## src/rtl/region_load_router.sv

```systemverilog
// Routes a byte stream into 16-bit writes for a selected load region.
// Region entries supply base address, storage target and lane order.
module region_load_router #(
    parameter int NUM_REGIONS = 8,
    parameter int IDX_W       = 3,
    parameter int REGION_W    = 40
) (
    input  logic                            clk,
    input  logic                            reset_n,
    input  logic [NUM_REGIONS*REGION_W-1:0] region_cfg,
    input  logic                            load_start,
    input  logic [IDX_W-1:0]                load_region,
    input  logic                            load_end,
    input  logic                            in_valid,
    input  logic [7:0]                      in_data,
    output logic                            in_ready,
    output logic                            wr_req,
    input  logic                            wr_ack,
    output logic [3:0]                      wr_storage,
    output logic [31:0]                     wr_addr,
    output logic [15:0]                     wr_data,
    output logic [1:0]                      wr_be,
    output logic                            busy,
    output logic                            error,
    output logic [31:0]                     bytes_loaded
);

    typedef enum logic [2:0] {IDLE, COLLECT, WRITE, FLUSH, DRAIN} state_t;

    state_t              state_q, next_state;
    logic [REGION_W-1:0] sel_entry;
    logic                idx_ok, start_ok;
    logic [31:0]         base_q, offset_q;
    logic [3:0]          storage_q;
    logic                swap_q, have_byte_q, end_seen_q;
    logic [7:0]          first_byte_q, flush_byte;
    logic                accept, word_done;

    always_comb begin
        sel_entry = '0;
        idx_ok    = 1'b0;
        for (int unsigned i = 0; i < NUM_REGIONS; i++) begin
            if (load_region == IDX_W'(i)) begin
                sel_entry = region_cfg[i*REGION_W +: REGION_W];
                idx_ok    = 1'b1;
            end
        end
    end

    assign start_ok   = idx_ok && (sel_entry[3:0] <= 4'd1) && (sel_entry[7:4] <= 4'd2);
    assign in_ready   = (state_q == COLLECT) || (state_q == DRAIN);
    assign busy       = (state_q != IDLE);
    assign accept     = in_valid && in_ready;
    assign word_done  = accept && have_byte_q && (state_q == COLLECT);
    assign flush_byte = have_byte_q ? first_byte_q : in_data;

    always_ff @(posedge clk or negedge reset_n) begin
        if (!reset_n) state_q <= IDLE;
        else          state_q <= next_state;
    end

    always_comb begin
        next_state = state_q;
        case (state_q)
            IDLE:    if (load_start) next_state = start_ok ? COLLECT : DRAIN;
            COLLECT: begin
                if (word_done)     next_state = WRITE;
                else if (load_end) next_state = (have_byte_q || accept) ? FLUSH : IDLE;
            end
            WRITE:   if (wr_req && wr_ack) next_state = (end_seen_q || load_end) ? IDLE : COLLECT;
            FLUSH:   if (wr_req && wr_ack) next_state = IDLE;
            DRAIN:   if (load_end) next_state = IDLE;
            default: next_state = IDLE;
        endcase
    end

    always_ff @(posedge clk or negedge reset_n) begin
        if (!reset_n) begin
            wr_req       <= 1'b0;
            wr_storage   <= '0;
            wr_addr      <= '0;
            wr_data      <= '0;
            wr_be        <= '0;
            error        <= 1'b0;
            bytes_loaded <= '0;
            base_q       <= '0;
            offset_q     <= '0;
            storage_q    <= '0;
            swap_q       <= 1'b0;
            have_byte_q  <= 1'b0;
            end_seen_q   <= 1'b0;
            first_byte_q <= '0;
        end else begin
            if (accept) bytes_loaded <= bytes_loaded + 32'd1;
            if (load_start && state_q != IDLE) error <= 1'b1;
            case (state_q)
                IDLE: if (load_start) begin
                    error        <= !start_ok;
                    bytes_loaded <= '0;
                    have_byte_q  <= 1'b0;
                    end_seen_q   <= 1'b0;
                    offset_q     <= '0;
                    if (start_ok) begin
                        base_q    <= sel_entry[39:8];
                        storage_q <= sel_entry[7:4];
                        swap_q    <= sel_entry[0];
                    end
                end
                COLLECT: begin
                    if (word_done) begin
                        have_byte_q <= 1'b0;
                        end_seen_q  <= load_end;
                        wr_req      <= 1'b1;
                        wr_be       <= 2'b11;
                        wr_data     <= swap_q ? {first_byte_q, in_data} : {in_data, first_byte_q};
                        wr_addr     <= base_q + offset_q;
                        wr_storage  <= storage_q;
                    end else if (load_end && (have_byte_q || accept)) begin
                        // A lone byte may arrive with load_end itself; it still gets flushed.
                        have_byte_q <= 1'b0;
                        wr_req      <= 1'b1;
                        wr_be       <= swap_q ? 2'b10 : 2'b01;
                        wr_data     <= swap_q ? {flush_byte, 8'h00} : {8'h00, flush_byte};
                        wr_addr     <= base_q + offset_q;
                        wr_storage  <= storage_q;
                    end else if (accept) begin
                        first_byte_q <= in_data;
                        have_byte_q  <= 1'b1;
                    end
                end
                WRITE, FLUSH: begin
                    if (load_end) end_seen_q <= 1'b1;
                    if (wr_req && wr_ack) begin
                        wr_req   <= 1'b0;
                        offset_q <= offset_q + 32'd2;
                    end
                end
                default: ;
            endcase
        end
    end

endmodule

```

## config.mk

```make
export PLATFORM = sky130hd
export DESIGN_NAME = region_load_router
export DESIGN_NICKNAME = d
export VERILOG_FILES = /design/src/rtl/region_load_router.sv
export SDC_FILE = /design/constraint.sdc
export NUM_CORES = 1
export LEC_CHECK = 0
export ABC_AREA = 0
export CAP_MARGIN = 25
export CORE_AREA = 2 2 166 168
export CTS_BUF_LIST = sky130_fd_sc_hd__clkbuf_4
export CTS_CLUSTER_DIAMETER = 40
export DETAILED_ROUTE_END_ITERATION = 12
export DIE_AREA = 0 0 168 170
export PLACE_DENSITY = 0.82
export SYNTH_ARGS = -nofsm -noshare
export SYNTH_HDL_FRONTEND = slang
export SYNTH_SLANG_ARGS = --single-unit
```

## constraint.sdc

```tcl
create_clock -name clk -period 7.6 [get_ports clk]
set_input_delay 1.52 -clock clk [delete_from_list [all_inputs] [get_ports clk]]
set_output_delay 1.52 -clock clk [all_outputs]
set_load 0.01 [all_outputs]
```

After elaboration in Yosys (flattened, before gate mapping)
Index checks and enable logic that the tools add are counted.

Multipliers: 0. Add/subtract/negate cells: 3. Equality and inequality tests: 21. Mux-type cells: 59. Bitwise operators: 2. Shift-type cells: 0. Div/mod/pow operators: 0. Reductions and logical operators: 29. Order comparisons: 2.

Operators by type and width (number): 40-bit 2-to-1 mux (8); 32-bit 2-to-1 mux (7); 16-bit 2-to-1 mux (4); 32-bit one-hot mux with 2 select lines (1); 32-bit by 1-bit adder with 32-bit output, second input constant (1); 32-bit by 2-bit adder with 32-bit output, second input constant (1); 32-bit adder (1); 1-bit 2-to-1 mux (21); 3-bit 2-to-1 mux (7); 3-bit equality test, second input constant (5); 3-bit one-hot mux with 5 select lines (1); 2-bit != test, second input constant (7); 3-bit by 2-bit equality test with 1-bit output, second input constant (4); 3-bit AND reduction (4); 1-bit logical AND (8); 2-bit 2-to-1 mux (4); 4-bit 2-to-1 mux (2); 8-bit 2-to-1 mux (1); 4-bit AND reduction (2); 2-bit nonzero test (4); 3-bit by 1-bit equality test with 1-bit output, second input constant (2); 3-bit logical NOT (2); 3-bit nonzero test (2); 5-bit AND reduction (1); other kinds (12) (16).

Logic and storage cells: 131. Bits in writable memories: 0. Register bits after elaboration: 170. Memories: 0. Memory bits (read-only): 0. Bits in latches: 0. Output and inout port bits: 90.

Depth between registers and ports, before layout
Gate-level depths: netlist (run 1).

Word-level depth: 15. Depth in mapped cells: 12. Gate-level depth less buffers: 9.

Least setup slack after synthesis (run 1)
OpenSTA, ideal clock, no wires.

Path type: input to register. Start: input load_region[0]. End: register base_q[16]. Setup slack: 3.914 ns. Data required time: 7.475 ns. Arrival time: 3.561 ns. Cell stages on the path: 12. Library setup time: 0.125 ns. Cell sequence: buf_4 > nor2b_1 > clkbuf_1 > a22o_1 > a221oi_1 > a21o_1 > nand2_1 > a22oi_1 > and2_1 > buf_4 > buf_6 > mux2_2.

Cells in the longest elaborated chain, start to end: 13.

RTL lines: start, declared (RTL line 12) `input logic [IDX_W-1:0] load_region,`; 3-bit logical NOT (RTL line 43) `if (load_region == IDX_W'(i)) begin`; 40-bit 2-to-1 mux (8 in series) (RTL line 43); 4-bit by 1-bit less-or-equal comparator with 1-bit output (RTL line 50) `assign start_ok = idx_ok && (sel_entry[3:0] <= 4'd1) && (sel_entry[7:4] <= 4'd2);`; 1-bit logical AND (2 in series) (RTL line 50); 3-bit AND reduction (no source line); end signal, assigned (RTL line 104) `base_q <= sel_entry[39:8];`; end, declared (RTL line 33) `logic [31:0] base_q, offset_q;`.

Parallel ways exist; a longest one is shown, timed or not. A chain may end at the register's enable or synchronous reset.

Worst setup path in the final report (run 1)
Start: input load_region[0]. End: register base_q[7].

The elaborated chain is that of the path after synthesis.

==> results of run 1 <==
power by group through the flow:
stage	Combinational, µW	Sequential [µW]	Clock [µW]
4_1_cts	805	1120	542
6_report	806	1120	535
3_3_place_gp	788	1130	0
3_5_place_dp	801	1140	0
5_1_grt	872	1130	584
2_1_floorplan	385	1110	0
sequential cells by signal (all words and copies together), names as in the netlist, 2 cells and up:
register,count
state_q,3
wr_addr,32
wr_be,2
bytes_loaded,32
wr_data,16
wr_storage,4
first_byte_q,8
offset_q,31
base_q,32
storage_q,4
final timing paths:
kind / start / endpoint / slack, ns / cells past startpoint
worst min register to register: base_q[0]$_DFFE_PN0P_ / wr_addr[0]$_DFFE_PN0P_ / 0.48 / 2
max in group asynchronous: reset_n / wr_data[14]$_DFFE_PN0P_ / 5.13 / 2
worst min-delay path: base_q[0]$_DFFE_PN0P_ / wr_addr[0]$_DFFE_PN0P_ / 0.48 / 2
min in group asynchronous: reset_n / wr_data[3]$_DFFE_PN0P_ / 1.00 / 1
worst max-delay path: load_region[0] / base_q[7]$_DFFE_PN0P_ / 2.88 / 10
worst max register to register: offset_q[7]$_DFFE_PN0P_ / wr_addr[28]$_DFFE_PN0P_ / 4.62 / 9
cell usage after synthesis, drive strengths merged (5+ instances only):
cell type	count
a21o	10
a21oi	79
a221oi	5
a22o	22
a22oi	14
and2	5
and3	24
buf	29
clkbuf	49
dfrtp	169
ha	32
inv	16
mux2	76
mux2i	74
mux4	5
nand2	137
nand3	27
nand4	18
nor2	141
nor2b	10
nor3	8
nor3b	5
nor4	10
o21ai	62
o221ai	42
or3	13
xnor2	38
xor2	38
tightest hold or removal path: stages (launching register included):
cell and delay (ns):
sky130_fd_sc_hd__dfrtp_1 0.37, sky130_fd_sc_hd__nand2_1 0.05, sky130_fd_sc_hd__nand2_1 0.04
area by class of cell:
type	instances	area (µm²)
Clock buffer	17	128
Fill cell	2293	10700
Multi-Input combinational cell	958	6630
Inverter	16	60.1
Antenna cell	2	5.00
Tap cell	341	427
Sequential cell	169	4230
Clock inverter	15	149
Timing Repair Buffer	435	4340
layer usage:
| layer | part of all wire | wire, µm | up-vias |
|---|---|---|---|
| met5 | 0.00028 | 12 | - |
| met4 | 0.027 | 1150 | 2 |
| met3 | 0.074 | 3110 | 66 |
| met2 | 0.49 | 20700 | 493 |
| met1 | 0.41 | 17300 | 5393 |
| li1 | - | - | 5191 |
metrics by stage:
step	instance area [µm²]	cells	hold WS [ns]	total power [µW]
CTS	15900	1950	0.487	2470
detailed placement	15700	1918	0.453	1940
floorplan	11200	1221	0.431	1500
finish	16000	1953	0.481	2460
global placement	15700	1918	0.454	1920
global route	16000	1953	0.522	2590
logic make-up after synthesis:
kind of cell    Yosys count  share of synthesized area
simple gates            421                      0.179
flops                   169                      0.376
fa+ha+maj                32                     0.0356
mux                     155                      0.152
xor+xnor                 76                     0.0592
buf+inv                  94                     0.0363
compound gates          274                      0.162
==> results.md, run 1 <==
| Item | Value |
|:---|:---|
| Leading cell types in the layout, fill and taps excluded | sky130_fd_sc_hd__clkdlybuf4s50_1 (422), sky130_fd_sc_hd__dfrtp_1 (169), sky130_fd_sc_hd__nor2_1 (140) |
| Tightest Hold Check Type | flip-flop to flip-flop |
| Number of warnings printed during yosys synthesis | 0 |
| Logic pwr share | 0.328 |
| Cell at the root of the clock tree | sky130_fd_sc_hd__clkbuf_4 |
| Count of flip-flops with a built-in enable after synthesis | 0 |
| Worst skew pair latency | 0.59 ns |
| Chip Width | 168 µm |
| Nets in the synthesized netlist | 1590 |
| Critical setup path kind | primary input to flip-flop |
| Sequential share of the synthesized area | 0.376 |
| Period utilization | 0.621 |
| Most common cell type on the critical path | sky130_fd_sc_hd__buf_4 |
| Switching share of power | 0.324 |
| Total negative slack for setup checks | 0 ns |
| Leading cell type in the layout, fill and taps excluded | sky130_fd_sc_hd__clkdlybuf4s50_1 |
| Number of levels the H-tree was split into | 4 |
| Wire length of the first global-routing pass | 63.4 mm |
| Initial standard-cell utilization of the core | 0.422 |
| Vias post-DR | 11145 |
| GRT Util Overall | 0.292 |
| Number of distinct library cells after synthesis | 66 |
| Cell accounting for the most synthesized area | sky130_fd_sc_hd__dfrtp_1 |
| Layout Utilization | 0.599 |
| Internal power of the cells | 1660 µW |
| Met1 demand-to-capacity share in global routing | 0.372 |
| Clk network pwr share | 0.218 |
| TritonCTS clock tree | built |
| Number of CTS-inserted buffers | 17 |
| Number of gates resized after CTS | 0 |
| Startpoint types | primary input |
| Proportion of register bits with asynchronous set or reset after synthesis | 1.00 |
| Vias in the first global route | 10922 |
| Highest-delay cell along the critical path | sky130_fd_sc_hd__and2_2 |
| CTS Hold Buffers Added | 0 |
| Min setup slack post-route | 2.88 ns |
| Pre-Repair DR Iteration Count | 7 |
| Synth Register Bits | 169 |
| Time the worst path needs with I/O delays and setup | 4.72 ns |
| DRC | 0 |
| Outcome | complete, no violations |
| Nature of the critical path endpoint | flip-flop |
| Count of pins on the block boundary | 427 |
| Antenna violations before repair | 3 |
| Final hold viol count | 0 |
| Setup WS pre-CTS | 2.00 ns |
| Number of buffers and inverters on the critical path | 2 |
| Dominant synthesized flop cell | sky130_fd_sc_hd__dfrtp_1 |
| Routed WL per cell | 21.7 µm |
| Static Leakage | 0.00683 µW |
| Ranking of synthesized cells by area | sky130_fd_sc_hd__dfrtp_1 (38%), sky130_fd_sc_hd__mux2_2 (7.6%), sky130_fd_sc_hd__mux2i_1 (6.6%), sky130_fd_sc_hd__nor2_1 (4.7%), sky130_fd_sc_hd__nand2_1 (4.5%) |
| Met2 Use GR | 0.512 |
| Maximum buffer depth of the clock tree | 2 |
| Fraction of power consumed by sequential logic | 0.455 |
| Area growth, synth to finish | 41.9% |
| Max-capacitance violation count | 0 |
| Count of port buffers added during placement | 426 |
| Power density relative to cell area | 154 nW/µm² |
| Share of final-layout standard cells stronger than drive strength 1 | 0.0901 |
| Mapped cell area | 11200 µm² |
| Transition at the pin with the smallest max-transition slack | 1.04 ns |
| Worst supply voltage drop on vdd | 92.1 µV |
| Relative slew slack | 0.307 |
| Final setup vio count | 0 |
| Clock Skew | 0.0234 ns |
| Final count of pins violating max slew | 0 |
| Clock Pin Slew Worst Setup and Hold Paths | 0.14 ns |
| Grt ovf | 0 |
| Crit-path max FO | 38 |
| Syn_area_per_cell | 9.21 µm² |
| Max Fclk | 212 MHz |
| Placed wire-length estimate after detailed placement | 33.6 mm |
| GRT met3 Usage | 0.0509 |
| Die area | 28600 µm² |
| Data arrival, critical path | 5.21 ns |
| Post-CTS setup buffer count | 0 |
| Maximum number of pins on one net before global-route repair | 97 |
| Area share of the largest cell type after synthesis | 0.376 |
| Number of antenna-violating nets in the routed design | 0 |
| Number of sinks on the clock net | 169 |
| RSZ-0062 raised after global routing | no |
| DRC violation total after the first TritonRoute iteration | 883 |
| Vias per cell | 5.71 |
| Req. time, crit path | 8.09 ns |
| Worst stage delay on the critical path | 0.81 ns |
| Final Wtd Congestion | 0.959 |
| Global routing's busiest layer | met2 |
| Net switching power of the design | 797 µW |
| CP cell instances | buf_4 > buf_4 > nor2b_2 > o2bb2ai_1 > a221oi_1 > a21o_1 > nand2_1 > a22oi_1 > and2_2 > mux2_2 |
| Cell row count | 60 |
| Final net count | 1966 |
| Die H | 170 µm |
| CP delay by family, top | simple AND/OR/NAND/NOR gates |
| Core area | 26700 µm² |
| Total routed wirelength | 42.3 mm |
| Syn Inst Count | 1221 |
Note: power is estimated with default switching activity, not from simulation.
==> run 2: changes to the inputs <==
Clock period 7.6 ns to 4.91 ns, I/O delays scaled along.
==> run 2 against run 1 <==
Compared with the run above:
- combinational power rose by 56%
- total power rose by 58%
- register-to-register slack got worse by 2.8 ns
==> results.md, run 2 (synthesis gave the netlist of run 1 again) <==
| Item | Value | Delta |
|:---|:---|:---|
| Outcome | complete, no violations |  |
| DRC violation total after the first TritonRoute iteration | 854 | -3.3% |
| Total routed wirelength | 42.6 mm | +0.62% |
| Vias in the first global route | 11069 | +1.3% |
| Startpoint types | primary input |  |
| CP delay by family, top | compound AO/OA/AOI/OAI gates |  |
| Total negative slack for setup checks | 0 ns | unchanged |
| Static Leakage | 0.00689 µW | +0.86% |
| Antenna violations before repair | 9 | +6 |
| Critical setup path kind | primary input to flip-flop |  |
| Count of pins on the block boundary | 427 | unchanged |
| Die H | 170 µm | unchanged |
| Pre-Repair DR Iteration Count | 5 | -2 |
| Number of buffers and inverters on the critical path | 2 | unchanged |
| Crit-path max FO | 24 | -37% |
| Max Fclk | 269 MHz |  |
| Highest-delay cell along the critical path | sky130_fd_sc_hd__mux2i_1 |  |
| Number of antenna-violating nets in the routed design | 0 | unchanged |
| Number of sinks on the clock net | 169 | unchanged |
| Sequential cell area | 4230 µm² | unchanged |
| Worst hold slack across all endpoints | 0.346 ns | -0.136 ns |
| Worst supply voltage drop on vdd | 132 µV | +44% |
| Share of final-layout standard cells stronger than drive strength 1 | 0.0947 | +0.00462 |
| TritonCTS clock tree | built |  |
| Cell row count | 60 | unchanged |
| Vias per cell | 5.64 | -1.2% |
| Number of levels the H-tree was split into | 4 | unchanged |
| Maximum buffer depth of the clock tree | 2 | unchanged |
| Placed wire-length estimate after detailed placement | 33.9 mm | +0.89% |
| Worst skew pair latency | 0.56 ns | -0.03 ns |
| Tightest Hold Check Type | primary input to async pin |  |
| Clock Pin Slew Worst Setup and Hold Paths | 0.14 ns | about the same |
| Relative slew slack | 0.382 | +0.0751 |
| Top Registers | base_q: 32 flops, bytes_loaded: 32 flops, wr_addr: 32 flops |  |
| Final setup vio count | 0 | unchanged |
| Area used by multi-input combinational logic | 6630 µm² | unchanged |
| Worst stage delay on the critical path | 0.59 ns | -0.22 ns |
| Vias post-DR | 11048 | -0.87% |
| Initial standard-cell utilization of the core | 0.422 | unchanged |
| GRT Util Overall | 0.296 | +0.00405 |
| Total power | 3880 µW | +58% |
| Layout Utilization | 0.603 | +0.00446 |
| Post-CTS setup buffer count | 0 | unchanged |
| CP cell instances | buf_4 > mux2i_1 > o2bb2ai_1 > a221oi_1 > a21o_1 > nand2_1 > a22oi_1 > and2_2 > buf_12 > mux2_2 |  |
| Chip Width | 168 µm | unchanged |
| Time the worst path needs with I/O delays and setup | 3.72 ns |  |
| Die area | 28600 µm² | unchanged |
| Max-capacitance violation count | 0 | unchanged |
| Cell at the root of the clock tree | sky130_fd_sc_hd__clkbuf_4 |  |
| DRC | 0 | unchanged |
| Period utilization | 0.758 |  |
| Count of port buffers added during placement | 426 | unchanged |
| Final net count | 1972 | +0.31% |
| Core area | 26700 µm² | unchanged |
| Req. time, crit path | 5.37 ns | -2.72 ns |
| Area growth, synth to finish | 43.0% |  |
| Data arrival, critical path | 4.18 ns | -1.03 ns |
| Wire length of the first global-routing pass | 64.2 mm | +1.3% |
| Final count of pins violating max slew | 0 | unchanged |
| CTS Hold Buffers Added | 0 | unchanged |
| Number of inserted filler cells in the final layout | 2269 | -1.0% |
| Transition at the pin with the smallest max-transition slack | 0.927 ns | -0.108 ns |
| Leading cell types in the layout, fill and taps excluded | sky130_fd_sc_hd__clkdlybuf4s50_1 (422), sky130_fd_sc_hd__dfrtp_1 (169), sky130_fd_sc_hd__nor2_1 (140) |  |
| Leading cell type in the layout, fill and taps excluded | sky130_fd_sc_hd__clkdlybuf4s50_1 |  |
| Number of gates resized after CTS | 0 | unchanged |
| Routed WL per cell | 21.7 µm | +0.26% |
| Nature of the critical path endpoint | flip-flop |  |
| Power density relative to cell area | 241 nW/µm² | +57% |
| Clock Skew | 0.0225 ns | -0.000932 ns |
| Grt ovf | 0 | unchanged |
| RSZ-0062 raised after global routing | no |  |
| Final Wtd Congestion | 0.979 | +2.1% |
| Cell area after layout | 16100 µm² | +0.74% |
| DP Area | 15700 µm² | +0.45% |
| Maximum number of pins on one net before global-route repair | 107 | +10% |
| Final hold viol count | 0 | unchanged |
| Number of CTS-inserted buffers | 17 | unchanged |
## run 2: cell count changes in the layout (fill, tap and decap cells not counted), sizes merged
cell	previous run	this run
buf	13	19
inv	21	16
clkbuf	17	18
bufinv	2	4
clkinvlp	2	3
clkinv	6	7
diode	2	3
## run 2: final timing paths
check	endpoint	from	depth (start not counted)	slack [ns]
hold reg to reg	wr_storage[1]$_DFFE_PN0P_	storage_q[1]$_DFFE_PN0P_	2	0.49
min in group clk	wr_storage[1]$_DFFE_PN0P_	storage_q[1]$_DFFE_PN0P_	2	0.49
hold / removal	wr_data[11]$_DFFE_PN0P_	reset_n	1	0.35
setup reg to reg	wr_addr[28]$_DFFE_PN0P_	offset_q[2]$_DFFE_PN0P_	9	1.83
setup / recovery	base_q[10]$_DFFE_PN0P_	load_region[0]	10	1.19
max in group asynchronous	wr_addr[3]$_DFFE_PN0P_	reset_n	3	3.40
## run 2: cell type report
cell class | instances | share of cell area
multi-input cells | 958 | 0.412
well taps | 341 | 0.0265
flip-flops and latches | 169 | 0.263
clock inverters | 14 | 0.0112
clock buffers | 18 | 0.00840
repair buffers | 441 | 0.274
diodes | 3 | 0.000467
inverters | 16 | 0.00373
## run 2: metal layers
| layer | global-route usage | share of wire |
|---|---|---|
| met1 | 0.361 | 0.40 |
| met2 | 0.495 | 0.48 |
| met3 | 0.0749 | 0.074 |
| met4 | 0.132 | 0.045 |
| met5 | 0 | 0.0017 |
## run 2: report_power, final
group          switching (µW)  leakage [µW]  total [µW]  internal (µW)
combinational             547       0.00443        1260            709
sequential                166       0.00229        1730           1570
clock                     486      0.000165         890            404
total                    1200       0.00689        3880           2680
## run 2: per-stage QoR
stage	instances	setup WS, ns
after floorplan	1221	1.76
after global placement	1924	0.743
after detailed placement	1924	0.652
after CTS	1956	1.29
after global routing	1960	1.18
final	1960	1.19
==> run 3: changes to the inputs <==
Clock period 4.91 ns to 3.75 ns, I/O delays scaled along.
==> run 3 against run 2 <==
Compared with the run above:
- clock skew up 0.0053 ns
- sequential power increased by 31%
- sequential share of layout area decreased by 0.055 points
==> results.md, run 3 (synthesis gave the netlist of run 1 again) <==
| Item | Value | Delta |
|:---|:---|:---|
| GRT Util Overall | 0.292 | -0.00319 |
| Final count of pins violating max slew | 0 | unchanged |
| DRC | 0 | unchanged |
| CTS Hold Buffers Added | 0 | unchanged |
| Grt ovf | 0 | unchanged |
| Worst skew pair latency | 0.56 ns | about the same |
| Total power | 4980 µW | +28% |
| Number of non-filler instances in the completed layout | 1973 | +0.66% |
| Clock Skew | 0.0279 ns | +0.00534 ns |
| Vias per cell | 5.66 | +0.41% |
| Wire length of the first global-routing pass | 64.1 mm | -0.23% |
| Number of inserted filler cells in the final layout | 2292 | +1.0% |
| Chip Width | 168 µm | unchanged |
| Flop2flop setup slack | 0.78 ns | -1.05 ns |
| Share of final-layout standard cells stronger than drive strength 1 | 0.0974 | +0.00267 |
| Relative slew slack | 0.423 | +0.0411 |
| Total routed wirelength | 42.2 mm | -0.87% |
| Leading cell type in the layout, fill and taps excluded | sky130_fd_sc_hd__clkdlybuf4s50_1 |  |
| Tightest Hold Check Type | primary input to async pin |  |
| Maximum buffer depth of the clock tree | 2 | unchanged |
| Internal power of the cells | 3440 µW | +28% |
| Sequential cell area | 4230 µm² | unchanged |
| Pre-Repair DR Iteration Count | 7 | +2 |
| TritonCTS clock tree | built |  |
| Number of sinks on the clock net | 169 | unchanged |
| Clk network pwr share | 0.216 | -0.014 |
| Time the worst path needs with I/O delays and setup | 2.97 ns |  |
| Area growth, synth to finish | 43.3% |  |
| Top Registers | base_q: 32 flops, bytes_loaded: 32 flops, wr_addr: 32 flops |  |
| Static Leakage | 0.00691 µW | +0.35% |
| Routed WL per cell | 21.4 µm | -1.5% |
| Period utilization | 0.791 |  |
| Logic depth of the worst register-to-register path | 9 | unchanged |
| Antenna violations before repair | 12 | +3 |
| Clock Pin Slew Worst Setup and Hold Paths | 0.13 ns | about the same |
| Final Wtd Congestion | 0.953 | -2.7% |
| Initial standard-cell utilization of the core | 0.422 | unchanged |
| Maximum number of pins on one net before global-route repair | 92 | -14% |
| Cell at the root of the clock tree | sky130_fd_sc_hd__clkbuf_4 |  |
| Final net count | 1981 | +0.46% |
| Core area | 26700 µm² | unchanged |
| Vias post-DR | 11167 | +1.1% |
| Cell row count | 60 | unchanged |
| Most common cell type on the critical path | sky130_fd_sc_hd__a21oi_1 |  |
| Startpoint types | flip-flop |  |
| Fraction of power consumed by sequential logic | 0.455 | +0.008 |
| Setup WS pre-CTS | 0.351 ns | -0.301 ns |
| Transition at the pin with the smallest max-transition slack | 0.865 ns | -0.0617 ns |
| Logic pwr share | 0.330 | +0.006 |
| Total placed cells including tap cells | 1934 | +0.52% |
| Power density relative to cell area | 309 nW/µm² | +28% |
| Data arrival, critical path | 3.47 ns | -0.71 ns |
| Switching share of power | 0.309 | -0.000371 |
| Die area | 28600 µm² | unchanged |
| Min setup slack post-route | 0.784 ns | -0.406 ns |
| Number of antenna-violating nets in the routed design | 0 | unchanged |
| Worst stage delay on the critical path | 0.66 ns | +0.07 ns |
| Stages on the worst setup path | 9 | -1 |
| CP delay by family, top | compound AO/OA/AOI/OAI gates |  |
| Cell area after layout | 16100 µm² | +0.21% |
| Area used by multi-input combinational logic | 6630 µm² | unchanged |
| Nature of the critical path endpoint | flip-flop |  |
| CP cell instances | ha_1 > a21oi_1 > o21bai_1 > a21oi_1 > a21oi_1 > or2_2 > a41oi_1 > or4b_2 > nand3_1 |  |
| Critical setup path kind | flip-flop to flip-flop |  |
| Number of gates resized after CTS | 0 | unchanged |
| Count of port buffers added during placement | 426 | unchanged |
| Vias in the first global route | 10922 | -1.3% |
| DP Area | 15800 µm² | +0.56% |
| Final hold viol count | 0 | unchanged |
| Number of levels the H-tree was split into | 4 | unchanged |
| DRC violation total after the first TritonRoute iteration | 841 | -1.5% |
| Max-capacitance violation count | 0 | unchanged |
| Leading cell types in the layout, fill and taps excluded | sky130_fd_sc_hd__clkdlybuf4s50_1 (422), sky130_fd_sc_hd__dfrtp_1 (169), sky130_fd_sc_hd__nor2_1 (140) |  |
| Crit-path max FO | 5 | -79% |
| RSZ-0062 raised after global routing | no |  |
| Placed wire-length estimate after detailed placement | 33.7 mm | -0.59% |
| Max Fclk | 337 MHz |  |
| Post-CTS setup buffer count | 0 | unchanged |
| Highest-delay cell along the critical path | sky130_fd_sc_hd__or4b_2 |  |
| Final setup vio count | 0 | unchanged |
| Req. time, crit path | 4.25 ns | -1.12 ns |
| Net switching power of the design | 1540 µW | +28% |
| Number of buffers and inverters on the critical path | 0 | -2 |
| Die H | 170 µm | unchanged |
| Outcome | complete, no violations |  |
| Count of pins on the block boundary | 427 | unchanged |
| Total negative slack for setup checks | 0 ns | unchanged |
| Number of CTS-inserted buffers | 17 | unchanged |
| Worst supply voltage drop on vdd | 195 µV | +48% |
run 3: per-stage QoR:
stage / utilization / hold WS (ns)
2_1_floorplan: - / 0.431
3_3_place_gp: 0.594 / 0.450
3_5_place_dp: 0.594 / 0.452
4_1_cts: 0.604 / 0.260
5_1_grt: 0.604 / 0.259
6_report: 0.605 / 0.227
run 3: worst paths after layout:
check,from,end
hold reg to reg,base_q[0]$_DFFE_PN0P_,wr_addr[0]$_DFFE_PN0P_
setup / recovery,offset_q[7]$_DFFE_PN0P_,wr_addr[28]$_DFFE_PN0P_
min in group clk,base_q[0]$_DFFE_PN0P_,wr_addr[0]$_DFFE_PN0P_
hold / removal,reset_n,wr_data[13]$_DFFE_PN0P_
max in group asynchronous,reset_n,offset_q[12]$_DFFE_PN0P_
setup reg to reg,offset_q[7]$_DFFE_PN0P_,wr_addr[28]$_DFFE_PN0P_
run 3: final cells by class:
| class | instances | share of cell area |
|---|---|---|
| inverters | 16 | 0.00373 |
| diodes | 9 | 0.00140 |
| clock inverters | 11 | 0.00815 |
| flip-flops and latches | 169 | 0.262 |
| repair buffers | 450 | 0.278 |
| clock buffers | 19 | 0.00885 |
| well taps | 341 | 0.0265 |
| multi-input cells | 958 | 0.411 |
run 3: metal layers:
layer	global-route usage	vias to the layer above	wire length, µm
li1	-	5223	-
met1	0.365	5433	17100
met2	0.525	457	21300
met3	0.0637	46	3040
met4	0.0533	8	633
met5	0	-	52
run 3: power by group through the flow:
| stage | sequential [µW] | clock (µW) | combinational (µW) |
|---|---|---|---|
| 2_1_floorplan | 2250 | 0 | 781 |
| 3_3_place_gp | 2290 | 0 | 1600 |
| 3_5_place_dp | 2300 | 0 | 1630 |
| 4_1_cts | 2260 | 1100 | 1640 |
| 5_1_grt | 2290 | 1170 | 1780 |
| 6_report | 2260 | 1070 | 1640 |
